<file path="src/rtl/trap_ctrl.sv">
// trap_ctrl: commit-stage trap arbiter plus core-local timer (mtime/mtimecmp).
// Produces a one-cycle registered exception pulse toward the CSR unit, stalls
// commit around the redirect, and serves the CLINT timer registers on a simple bus.
module trap_ctrl #(
    parameter logic [15:0] CLINT_MTIMECMP = 16'h4000,
    parameter logic [15:0] CLINT_MTIME    = 16'hBFF8,
    // Cause value handed to the CSR unit for mret (shared encoding with the CSR unit)
    parameter logic [4:0]  MRET_CAUSE     = 5'b11111
) (
    input  logic        clk,
    input  logic        rst,
    input  logic        commit_valid,
    input  logic [63:0] commit_pc,
    input  logic        commit_ecall,
    input  logic        commit_ebreak,
    input  logic        commit_illegal,
    input  logic        commit_mret,
    input  logic        mstatus_mie,
    input  logic        mie_mtie,
    input  logic        clint_ren,
    input  logic        clint_wen,
    input  logic [15:0] clint_addr,
    input  logic [63:0] clint_wdata,
    output logic [63:0] clint_rdata,
    output logic        exception_flag,
    output logic [4:0]  exception_cause,
    output logic [63:0] epc,
    output logic        flush,
    output logic        stall,
    output logic        mip_mtip
);

    localparam logic [4:0] CAUSE_MTI     = 5'b10111;
    localparam logic [4:0] CAUSE_ILLEGAL = 5'b00010;
    localparam logic [4:0] CAUSE_EBREAK  = 5'b00011;
    localparam logic [4:0] CAUSE_ECALL   = 5'b01011;

    typedef enum logic [1:0] {
        IDLE  = 2'd0,
        TRAP  = 2'd1,
        DRAIN = 2'd2
    } state_t;

    state_t      state_q;
    logic        flag_q;
    logic        stall_q;
    logic [4:0]  cause_q;
    logic [63:0] epc_q;

    logic [63:0] mtime_q;
    logic [63:0] mtime_d;
    logic [63:0] mtimecmp_q;
    logic [63:0] mtimecmp_d;
    logic        mip_q;
    logic [63:0] rdata_q;
    logic [63:0] rdata_d;

    logic        irq_pending;
    logic        sync_pending;
    logic        take_trap;
    logic [4:0]  cause_sel;
    logic        wr_mtime;
    logic        wr_mtimecmp;

    // Trap request seen at commit while idle; the interrupt uses the registered MTIP level
    assign irq_pending  = mip_q & mie_mtie & mstatus_mie;
    assign sync_pending = commit_illegal | commit_ebreak | commit_ecall | commit_mret;
    assign take_trap    = (state_q == IDLE) & commit_valid & (irq_pending | sync_pending);

    assign wr_mtime    = clint_wen & (clint_addr == CLINT_MTIME);
    assign wr_mtimecmp = clint_wen & (clint_addr == CLINT_MTIMECMP);

    // Priority select of the trap cause: interrupt first, then illegal, ebreak, ecall, mret
    always_comb begin
        cause_sel = MRET_CAUSE;
        if (irq_pending)
            cause_sel = CAUSE_MTI;
        else if (commit_illegal)
            cause_sel = CAUSE_ILLEGAL;
        else if (commit_ebreak)
            cause_sel = CAUSE_EBREAK;
        else if (commit_ecall)
            cause_sel = CAUSE_ECALL;
    end

    // Trap FSM: IDLE -> TRAP (pulse) -> DRAIN -> IDLE, latching cause/epc on entry
    always_ff @(posedge clk) begin
        if (rst) begin
            state_q <= IDLE;
            flag_q  <= 1'b0;
            stall_q <= 1'b0;
            cause_q <= 5'd0;
            epc_q   <= 64'd0;
        end else begin
            case (state_q)
                IDLE: begin
                    if (take_trap) begin
                        state_q <= TRAP;
                        flag_q  <= 1'b1;
                        stall_q <= 1'b1;
                        cause_q <= cause_sel;
                        epc_q   <= commit_pc;
                    end else begin
                        flag_q  <= 1'b0;
                        stall_q <= 1'b0;
                    end
                end
                TRAP: begin
                    state_q <= DRAIN;
                    flag_q  <= 1'b0;
                    stall_q <= 1'b1;
                end
                DRAIN: begin
                    state_q <= IDLE;
                    flag_q  <= 1'b0;
                    stall_q <= 1'b0;
                end
                default: begin
                    state_q <= IDLE;
                    flag_q  <= 1'b0;
                    stall_q <= 1'b0;
                end
            endcase
        end
    end

    // Next values of the timer registers: bus write overrides the free-running increment
    always_comb begin
        mtime_d    = wr_mtime ? clint_wdata : mtime_q + 64'd1;
        mtimecmp_d = wr_mtimecmp ? clint_wdata : mtimecmp_q;
    end

    // Timer registers; MTIP compares the pre-update values, so it lags one edge
    always_ff @(posedge clk) begin
        if (rst) begin
            mtime_q    <= 64'd0;
            mtimecmp_q <= '1;
            mip_q      <= 1'b0;
        end else begin
            mtime_q    <= mtime_d;
            mtimecmp_q <= mtimecmp_d;
            mip_q      <= (mtime_q >= mtimecmp_q);
        end
    end

    // Read mux over the current (old) register values; unmapped offsets read zero
    always_comb begin
        rdata_d = rdata_q;
        if (clint_ren) begin
            if (clint_addr == CLINT_MTIME)
                rdata_d = mtime_q;
            else if (clint_addr == CLINT_MTIMECMP)
                rdata_d = mtimecmp_q;
            else
                rdata_d = 64'd0;
        end
    end

    // Registered bus read data, held between reads
    always_ff @(posedge clk) begin
        if (rst)
            rdata_q <= 64'd0;
        else
            rdata_q <= rdata_d;
    end

    assign exception_flag  = flag_q;
    assign flush           = flag_q;
    assign exception_cause = cause_q;
    assign epc             = epc_q;
    assign stall           = stall_q | take_trap;
    assign mip_mtip        = mip_q;
    assign clint_rdata     = rdata_q;

endmodule
</file>
<file path="config.mk">
export PLATFORM = sky130hd
export DESIGN_NAME = trap_ctrl
export DESIGN_NICKNAME = d
export VERILOG_FILES = /design/src/rtl/trap_ctrl.sv
export SDC_FILE = /design/constraint.sdc
export NUM_CORES = 1
export LEC_CHECK = 0
export CORE_ASPECT_RATIO = 1.4
export CORE_MARGIN = 3
export CORE_UTILIZATION = 40
export DETAILED_ROUTE_END_ITERATION = 10
export PLACE_DENSITY_LB_ADDON = 0.2
export SYNTH_ARGS = -nofsm -noshare
export SYNTH_HDL_FRONTEND = slang
export SYNTH_SLANG_ARGS = --single-unit
</file>
<file path="constraint.sdc">
create_clock -name clk -period 8.3 [get_ports clk]
set_clock_uncertainty 0.05 [all_clocks]
set_input_delay 2.075 -clock clk [delete_from_list [all_inputs] [get_ports clk]]
set_output_delay 2.075 -clock clk [all_outputs]
set_load 0.02 [all_outputs]
</file>
### Word-level counts from Yosys, hierarchy flattened

Index checks and enable logic that the tools add are counted.

* bits of input ports: 155
* logic and storage cells: 41
* output and inout bits: 137
* bits in registers: 266

* eq/ne operators: 4
* add/subtract/negate cells: 1
* reductions and logical operators: 3
* $lt $le $gt $ge: 1
* bitwise logic cells: 12
* multiplexer cells: 11

Operators by type and width (number)
* two-way mux 64 bit: 3
* adder 64 x 1 -> 64 bit (second input constant): 1
* >= comparator 64 bit: 1
* two-way mux 5 bit: 4
* equality test 16 x 15 -> 1 bit (second input constant): 1
* equality test 16 bit (second input constant): 1
* AND 1 bit: 6
* OR 1 bit: 5
* case mux 2 bit (2 select lines): 1
* equality test 2 x 1 -> 1 bit (second input constant): 1
* logical NOT 2 bit: 1
* two-way mux 2 bit: 1
* inequality test 2 bit (second input constant): 1
* case mux 1 bit (2 select lines): 1
* AND reduction 2 bit: 1
* OR reduction 2 bit: 1
* two-way mux 1 bit: 1
* NOT 1 bit: 1

### Depth between registers and ports, before layout

Gate-level depths: netlist of the first run.

* word-level depth: 7
* mapped depth: 8
* gate-level depth less buffers: 8

### Least setup slack after synthesis of the first run

Ideal clock, no wire load.

* kind: input-to-output
* start: in commit_ecall
* end: out stall
* data arrival time: 3.439 ns
* setup slack: 2.736 ns
* stages on the path: 4
* data required time: 6.175 ns
* cell sequence: or3_1 -> o31ai_1 -> clkbuf_1 -> nand2b_1

* word-level cells in the longest chain between the ends: 5

Ends and longest elaborated chain
* start, declared: line 14 `input logic commit_ecall,`
* OR 1 bit (2 in a row): line 67 `assign sync_pending = commit_illegal | commit_ebreak | commit_ecall | commit_mret;`
* OR 1 bit: line 68 `assign take_trap = (state_q == IDLE) & commit_valid & (irq_pending | sync_pending);`
* AND 1 bit: line 68
* OR 1 bit: line 171 `assign stall = stall_q | take_trap;`
* end, declared: line 29 `output logic stall,`

No other way between the ends.

### Final worst setup path of the first run

* start: in commit_valid
* end: out stall

* word-level cells in the longest chain between the ends: 3

Ends and longest elaborated chain
* start, declared: line 12 `input logic commit_valid,`
* AND 1 bit (2 in a row): line 68
* OR 1 bit: line 171

No other way between the ends.

==> results of run 1 <==
where the power goes:
group / switching, mW / internal (mW) / total, mW
Sequential: 0.0216 / 1.31 / 1.33
Combinational: 0.160 / 0.156 / 0.316
Clock: 0.508 / 0.710 / 1.22
cell type report:
type	instances	area, um^2
repair buffers	300	2980
clock buffers	38	777
inverters	77	289
clock inverters	8	93.8
flip-flops and latches	265	5310
fillers	2833	13900
well taps	385	482
multi-input cells	1023	6340
state kept, by name, indices dropped and copies added (netlist names):
name	flops
clint_rdata	64
epc	64
mip_mtip	1
mtime_q	64
exception_flag	1
state_q	2
exception_cause	4
mtimecmp_q	64
stall_q	1
placed cells by master (no fill, tap or decap), types with 25 or more instances in the layout:
cell type and count:
dfxtp_1 265, a21oi_1 90, nand3_1 25, inv_1 76, ha_1 65, clkdlybuf4s50_1 289, a211oi_1 131, o211ai_1 64
a22oi_1 66, xnor2_1 47, nor2_1 158, clkbuf_16 27, nand2_1 233
synthesized netlist by cell type, types with 15 or more instances:
library cell    n
ha_1           65
dfxtp_1       265
nor2_1        158
nand4_1        22
xnor2_1        47
clkbuf_1       96
xor2_1         15
nand3_1        25
inv_1          77
nor4_1         21
a211oi_1      131
a21oi_1        90
o211ai_1       64
nand2_1       234
a22oi_1        66
how the worst max path moves through the flow:
| stage | endpoint | slack [ps] | depth (start not counted) |
|---|---|---|---|
| floorplan | stall | 2740 | 4 |
| global placement | stall | 2320 | 5 |
| detailed placement | stall | 2250 | 5 |
| CTS | stall | 2260 | 5 |
| global route | stall | 2180 | 5 |
| finish | stall | 2280 | 5 |
routing by layer:
layer | part of all wire, % | global-route usage (%) | wire [um]
met1 | 42 | 26.2 | 15100
met2 | 49 | 37.5 | 17900
met3 | 6.7 | 3.71 | 2440
met4 | 2.2 | 6.28 | 804
met5 | 0 | 0 | 0
through the flow:
stage               total power [mW]  utilization (%)  setup slack [ps]
finish                          2.87             54.0              2280
floorplan                       1.49                -              2740
global route                    2.98             54.0              2180
detailed placement              1.68             51.1              2250
global placement                1.68             51.1              2320
CTS                             2.90             54.0              2260
cells by family after synthesis:
| logic type | count (synthesis) |
|---|---|
| simple gates | 524 |
| compound gates | 371 |
| flops | 265 |
| buf+inv | 180 |
| fa+ha+maj | 65 |
| xor+xnor | 62 |
| mux | 1 |
critical path, delay by kind of cell:
family          cells  cell delay (ps)
compound gates      1              160
buf+inv             2             1060
simple gates        2              600
==> impl_results.md, run 1 <==
* Final hold viol count at 0
* Mux contribution to synthesized area at 0.0814%
* Htree depth at 1
* Post-Synth Simple-Gate Area at 19.4%
* Status: finished clean
* Synth top area share at 43.2%
* Synthesized flop and latch total at 265
* Period utilisation layout at 72.6%
* Total gr overflow at 0
* CTS tree: done
* Initial cell density of the core at 40.8%
* Final hold slack at 397 ps
* Netlist Area Pre-Place at 12,300 um^2
* Via density at 5.40
* Layout cells sized above 1 at 4.03%
* Drc violations at 0
* Post-Syn Nets at 1,688
* Post-synth EDFFs at 0
* Synth Area in Compound Gates at 20.7%
* FFs w/ async S/R, synth at 0%
* Clk_lat worst skew at 550 ps
* DRT Wirelength at 36.2 mm
* RR Endpoint: mtime_q[63]$_SDFF_PP0_
* CP max-delay cell: clkdlybuf4s50_1
* Hold path depth at 1
* IO buf count at 291
* Placed cell count at 2,050
* Leakage at 6.30 nW
* Clock slew at reported path FFs at 60 ps
* Post-route setup TNS at 0 ps
* Worst-path cell chain: clkdlybuf4s50_1 -> nor3b_1 -> o31ai_4 -> nand2b_1 -> clkdlybuf4s50_1
* Largest family of logic cells by synthesized area: compound AO/OA/AOI/OAI gates
* Hold Path End: state_q[1]$_SDFFE_PP0P_
* Hold Buf Count CTS at 0
* Max-Cap Viols at 0
* Final Slew Violations at 0
* Top-Level Pins at 292
* Diodes inserted at 0
* Crit path arrival time at 3900 ps
* Postcts setup bufs at 0
* Post-Layout Cell Count at 2,096
* Critical path launch point type: input port
* Number of nets with antenna violations after routing at 0
* Final setup fails at 0
* Worst Setup SP: commit_valid
* Worst R2R Path Depth at 6
* Total CTS buffers at 27
* R2r startpoint: mtime_q[11]$_SDFF_PP0_
* Max FO, Critical Path at 3
* Most used cell, CP: clkdlybuf4s50_1
* Ys flop type: dfxtp_1
* Post-route cell area at 16,300 um^2
* Synth Area per Inst at 8.37 um^2
* Clock root buffer: clkbuf_16
* Vias in the first global route at 10,927
* Sequential fraction of the synthesis area at 43.2%
* Synth warnings at 0
* Largest net degree at the start of global routing at 107
* DIE AREA at 32,900 um^2
* CP required at 6180 ps
* Sink Count at 265
* Hold WC Path Type: reg -> reg
* Row cnt at 75
* Worst Setup End Kind: primary output
* Worst reg2reg setup slack at 5130 ps
* PwrDens at 176 nW/um^2
* Post-Synthesis Cells at 1,468
* Via count at 11,315
* Die height at 213 um
* Clock Path Buffers at 3
* Placer Congestion at 0.839
* Post-synth top area cell: dfxtp_1
* DRT Pass-1 Iters at 7
* Initial antenna violation count at 0
* Core area at 30,100 um^2
* RSZ-0062 raised after global routing: no
* Relative slew slack at 23.1%
* Detail Placement HPWL at 24.9 mm
* GRT Total Usage at 21.1%
* Area grow syn2layout at 32.3%
* Max incr delay on CP at 600 ps
* Slew @ Worst Pin at 1150 ps
* Placed inst area at 15,400 um^2
* First-pass GRT wire length at 57.4 mm
* CTS resizes at 0
* Xor and xnor area share after synthesis at 4.42%
* Synth cell types at 49
* Final Net Count at 1,914
* Die W at 154 um
* Routed len/inst at 17.3 um
* DRT iter0 DRCs at 593
* Adder-cell share of the synthesized area at 6.62%
* Min-delay src: state_q[1]$_SDFFE_PP0P_
* Area contributors post-synth: dfxtp_1 43%, a211oi_1 8.0%, nand2_1 7.1%
* Maximum vdd drop at 0.0999 mV
* Max Fclk at 0.166 GHz
* Worst Path Class, Setup: in -> out
* Min Tclk post-route at 6020 ps
No activity file was read; power rests on OpenSTA's default activity.
==> run 2: changes to the inputs <==
- clock period: 8.3 -> 5.12 ns (I/O delays scaled with it)
==> impl_results.md, run 2 (same netlist as run 1, synthesis figures left out) <==
* Status: finished clean (unchanged)
* Vias in the first global route at 10,860 (was 10,927)
* Register Area at 5310 um^2 (unchanged)
* Commonest non-fill, non-tap cells in the layout: 289 x clkdlybuf4s50_1, 265 x dfxtp_1, 233 x nand2_1 (unchanged)
* Die W at 154 um (unchanged)
* IO buf count at 291 (unchanged)
* Postcts setup bufs at 0 (unchanged)
* Sink Count at 265 (unchanged)
* Initial cell density of the core at 40.8% (unchanged)
* Worst Setup End Kind: primary output (unchanged)
* CTS resizes at 0 (unchanged)
* Area grow syn2layout at 33.8% (was 32.3%)
* Worst reg2reg setup slack at 1880 ps (was 5130 ps)
* Final setup fails at 0 (unchanged)
* DRT iter0 DRCs at 603 (was 593)
* RR Endpoint: mtime_q[63]$_SDFF_PP0_ (unchanged)
* GRT Total Usage at 21.2% (was 21.1%)
* Clock slew at reported path FFs at 60 ps (about the same)
* Largest net degree at the start of global routing at 115 (was 107)
* Detail Placement HPWL at 25.3 mm (was 24.9 mm)
* Worst R2R Path Depth at 6 (unchanged)
* Relative slew slack at 27.0% (was 23.1%)
* Placer Congestion at 0.816 (was 0.839)
* Row cnt at 75 (unchanged)
* First-pass GRT wire length at 57.2 mm (was 57.4 mm)
* Crit path arrival time at 3090 ps (was 3900 ps)
* Core area at 30,100 um^2 (unchanged)
* Multi-input logic area at 6340 um^2 (unchanged)
* Min Tclk post-route at 4420 ps
* RSZ-0062 raised after global routing: no (unchanged)
* Period utilisation layout at 86.4%
* Routed len/inst at 17.4 um (was 17.3 um)
* Total CTS buffers at 28 (was 27)
* Post-route cell area at 16,500 um^2 (was 16,300 um^2)
* Worst Path Class, Setup: in -> out (unchanged)
* R2r startpoint: mtime_q[11]$_SDFF_PP0_ (unchanged)
* Total gr overflow at 0 (unchanged)
* Critical path launch point type: input port (unchanged)
* Clk_lat worst skew at 550 ps (about the same)
* Leakage at 6.39 nW (was 6.30 nW)
* Hold Path End: state_q[1]$_SDFFE_PP0P_ (unchanged)
* Final Net Count at 1,918 (was 1,914)
* Diodes inserted at 0 (unchanged)
* Filler Cell Count at 2,813 (was 2,833)
* Final hold slack at 403 ps (was 397 ps)
* Final Slew Violations at 0 (unchanged)
* Max incr delay on CP at 600 ps (about the same)
* Hold path depth at 1 (unchanged)
* DRT Wirelength at 36.5 mm (was 36.2 mm)
* PwrDens at 294 nW/um^2 (was 176 nW/um^2)
* Worst-path cell chain: clkdlybuf4s50_1 -> nor3b_1 -> o31ai_4 -> nand2b_1 -> clkdlybuf4s50_1 (unchanged)
* Maximum vdd drop at 0.207 mV (was 0.0999 mV)
* Min-delay src: state_q[1]$_SDFFE_PP0P_ (unchanged)
* Hold Buf Count CTS at 0 (unchanged)
* Max Fclk at 0.226 GHz
* Via count at 11,314 (was 11,315)
* Die height at 213 um (unchanged)
* Clock Path Buffers at 3 (unchanged)
* Hold WC Path Type: reg -> reg (unchanged)
* Htree depth at 1 (unchanged)
* Layout cells sized above 1 at 4.60% (was 4.03%)
* DRT Pass-1 Iters at 5 (was 7)
* Most used cell, CP: clkdlybuf4s50_1 (unchanged)
* Slew @ Worst Pin at 1090 ps (was 1150 ps)
* Via density at 5.38 (was 5.40)
* Max-Cap Viols at 0 (unchanged)
* Most common cell after layout, fill and taps aside: clkdlybuf4s50_1 (unchanged)
* CP required at 3790 ps (was 6180 ps)
* Placed inst area at 15,500 um^2 (was 15,400 um^2)
* Drc violations at 0 (unchanged)
* Initial antenna violation count at 1 (was 0)
* CP max-delay cell: clkdlybuf4s50_1 (unchanged)
* Fin util at 54.6% (was 54.0%)
* CTS tree: done (unchanged)
* Max FO, Critical Path at 3 (unchanged)
* Post-route setup TNS at 0 ps (unchanged)
* Clock root buffer: clkbuf_16 (unchanged)
* Top-Level Pins at 292 (unchanged)
* Final hold viol count at 0 (unchanged)
* Number of nets with antenna violations after routing at 0 (unchanged)
* DIE AREA at 32,900 um^2 (unchanged)
==> run 2: cell types whose count changed in the layout (fill, tap and decap cells not counted), sizes merged <==
| cell | delta |
|---|---|
| clkbuf | +2 |
| clkinvlp | +1 |
| bufinv | +1 |
| buf | +3 |
==> run 2: report_power, final <==
group / leakage, nW / internal, mW / switching (mW)
registers: 2.16 / 2.13 / 0.0350
clock network: 0.491 / 1.31 / 0.848
logic: 3.74 / 0.256 / 0.260
==> run 2: metrics by stage <==
stage / worst slack, ps / instances / total power [mW]
3_3_place_gp: 724 / 2053 / 2.72
6_report: 697 / 2103 / 4.83
2_1_floorplan: 1150 / 1468 / 2.42
5_1_grt: 650 / 2103 / 5.01
3_5_place_dp: 738 / 2053 / 2.73
4_1_cts: 701 / 2103 / 4.89
==> run 2: layout make-up <==
class / count / share of cell area, %
clock buffer: 40 / 5.21
multi-input combinational: 1023 / 38.5
sequential: 265 / 32.2
inverter: 77 / 1.76
timing repair buffer: 303 / 18.5
clock inverter: 10 / 0.799
tap: 385 / 2.93
==> run 2: worst max-delay path: cells and delay by family <==
family / cells / cell delay (ps)
AND/OR/NAND/NOR: 2 / 600
buffers and inverters: 2 / 1070
AO/OA/AOI/OAI: 1 / 150
==> run 2: how the worst max path moves through the flow <==
stage                  start  endpoint  slack (ps)
6_report        commit_valid     stall         700
5_1_grt         commit_valid     stall         650
4_1_cts         commit_valid     stall         700
3_5_place_dp    commit_valid     stall         740
3_3_place_gp   commit_ebreak     stall         720
2_1_floorplan   commit_ecall     stall        1150
==> run 2: layer usage <==
layer	wire, um	global-route usage, %	vias to the layer above
met2	17900	37.9	315
met5	12	0	-
met1	15200	25.6	5260
met4	1080	7.07	2
met3	2250	3.90	61
li1	-	-	5676
==> run 3: changes to the inputs <==
- CTS_BUF_LIST: not set -> sky130_fd_sc_hd__clkbuf_4
==> impl_results.md, run 3 (same netlist as run 1, synthesis figures left out) <==
* Vias in the first global route at 11,219 (was 10,860)
* Worst Path Class, Setup: in -> out (unchanged)
* CP max-delay cell: clkdlybuf4s50_1 (unchanged)
* Post-route setup TNS at 0 ps (unchanged)
* Internal power at 3.42 mW (was 3.69 mW)
* Routing usage on met1 at 25.5% (was 25.6%)
* Area grow syn2layout at 33.1% (was 33.8%)
* Worst Setup End Kind: primary output (unchanged)
* Sequential share of power at 47.2% (was 44.7%)
* Row cnt at 75 (unchanged)
* Initial antenna violation count at 2 (was 1)
* IO buf count at 291 (unchanged)
* Relative slew slack at 26.0% (was 27.0%)
* Drc violations at 0 (unchanged)
* Most common cell after layout, fill and taps aside: clkdlybuf4s50_1 (unchanged)
* Final Net Count at 1,960 (was 1,918)
* GR peak layer: met2 (unchanged)
* First-pass GRT wire length at 58.2 mm (was 57.2 mm)
* Min Tclk post-route at 4420 ps (about the same)
* Routed len/inst at 17.0 um (was 17.4 um)
* M3 GR Usage at 5.19% (was 3.90%)
* Crit-path leading delay family: buffers and inverters (unchanged)
* Placed cell count at 2,053 (unchanged)
* Total gr overflow at 0 (unchanged)
* Status: finished clean (unchanged)
* Placer Congestion at 0.816 (unchanged)
* Post-Layout Cell Count at 2,171 (was 2,103)
* Worst-path cell chain: clkdlybuf4s50_1 -> nor3b_1 -> o31ai_4 -> nand2b_1 -> clkdlybuf4s50_1 (unchanged)
* Die height at 213 um (unchanged)
* Most used cell, CP: clkdlybuf4s50_1 (unchanged)
* Sink Count at 265 (unchanged)
* DRT Wirelength at 36.9 mm (was 36.5 mm)
* Die W at 154 um (unchanged)
* Final hold slack at 400 ps (was 403 ps)
* Final hold viol count at 0 (unchanged)
* Postcts setup bufs at 0 (unchanged)
* Leakage at 6.43 nW (was 6.39 nW)
* CTS tree: done (unchanged)
* RSZ-0062 raised after global routing: no (unchanged)
* Max-Cap Viols at 0 (unchanged)
* Clock share of power at 41.6% (was 44.6%)
* Crit path arrival time at 3090 ps (about the same)
* DIE AREA at 32,900 um^2 (unchanged)
* Sw power at 1.16 mW (was 1.14 mW)
* PwrDens at 280 nW/um^2 (was 294 nW/um^2)
* Clock Path Buffers at 3 (unchanged)
* Slew @ Worst Pin at 1110 ps (was 1090 ps)
* Total CTS buffers at 70 (was 28)
* Max incr delay on CP at 600 ps (about the same)
* Via count at 11,627 (was 11,314)
* Comb pwr share at 11.3% (was 10.7%)
* Period utilisation layout at 86.3% (was 86.4%)
* Critical path buffers and inverters at 2 (unchanged)
* Initial cell density of the core at 40.8% (unchanged)
* Clock root buffer: clkbuf_4 (was clkbuf_16)
* Clock slew at reported path FFs at 60 ps (about the same)
* Clk_lat worst skew at 700 ps (was 550 ps)
* Commonest non-fill, non-tap cells in the layout: 289 x clkdlybuf4s50_1, 265 x dfxtp_1, 233 x nand2_1 (unchanged)
* Critical path launch point type: input port (unchanged)
* Max Fclk at 0.226 GHz (about the same)
* Hold Buf Count CTS at 0 (unchanged)
* Met2 Use GR at 38.5% (was 37.9%)
* Core area at 30,100 um^2 (unchanged)
* Htree depth at 3 (was 1)
* Detail Placement HPWL at 25.3 mm (unchanged)
* Largest net degree at the start of global routing at 115 (unchanged)
* Maximum vdd drop at 0.147 mV (was 0.207 mV)
* DRT Pass-1 Iters at 5 (unchanged)
* Layout cells sized above 1 at 7.62% (was 4.60%)
* Via density at 5.36 (was 5.38)
* DRT iter0 DRCs at 532 (was 603)
* Top-Level Pins at 292 (unchanged)
* Fin util at 54.3% (was 54.6%)
* Final setup fails at 0 (unchanged)
* CP required at 3790 ps (about the same)
* Hold WC Path Type: reg -> reg (unchanged)
* CTS resizes at 0 (unchanged)
* Number of nets with antenna violations after routing at 0 (unchanged)
* Max FO, Critical Path at 3 (unchanged)
* Final Slew Violations at 0 (unchanged)
* Switching share of power at 25.4% (was 23.7%)
* GRT Total Usage at 21.6% (was 21.2%)
-- run 3: changes by cell type in the layout (fill, tap and decap cells not counted) --
cell	before	now
inv_6	1	0
diode_2	0	2
clkbuf_1	2	0
inv_2	1	2
clkbuf_8	9	0
clkinvlp_4	1	0
clkbuf_16	29	0
clkinv_2	5	2
clkbuf_4	0	99
clkinv_1	0	11
-- run 3: worst paths after layout --
kind / startpoint / end / slack, ps / cells past startpoint
worst max register to register: mtime_q[11]$_SDFF_PP0_ / mtime_q[63]$_SDFF_PP0_ / 1880 / 6
worst min register to register: state_q[1]$_SDFFE_PP0P_ / state_q[1]$_SDFFE_PP0P_ / 400 / 1
worst max-delay path: commit_valid / stall / 700 / 5
worst min-delay path: state_q[1]$_SDFFE_PP0P_ / state_q[1]$_SDFFE_PP0P_ / 400 / 1
-- run 3: cell type report --
class / count / area [um^2]
Clock buffer: 99 / 743
Multi-Input combinational cell: 1023 / 6340
Inverter: 77 / 289
Tap cell: 385 / 482
Sequential cell: 265 / 5310
Timing Repair Buffer: 303 / 3050
Antenna cell: 2 / 5.00
Clock inverter: 17 / 145
Fill cell: 2878 / 13800
-- run 3: power by group through the flow --
stage	sequential [mW]	combinational [mW]	clock, mW
6_report	2.16	0.516	1.90
4_1_cts	2.16	0.523	1.98
5_1_grt	2.17	0.553	2.08
3_5_place_dp	2.21	0.521	0
2_1_floorplan	2.27	0.146	0
3_3_place_gp	2.20	0.517	0
-- run 3: metrics by stage --
stage | instance area [um^2] | setup slack, ps | total power, mW
floorplan | 12300 | 1150 | 2.42
global placement | 15500 | 724 | 2.72
detailed placement | 15500 | 738 | 2.73
finish | 16400 | 703 | 4.58
global route | 16400 | 650 | 4.80
CTS | 16400 | 701 | 4.66
-- run 3: metal layers --
layer  vias up  part of all wire [%]
met5         -                     0
met4         0                   2.3
met3        69                   7.1
met2       370                    50
met1      5392                    41
li1       5796                     -
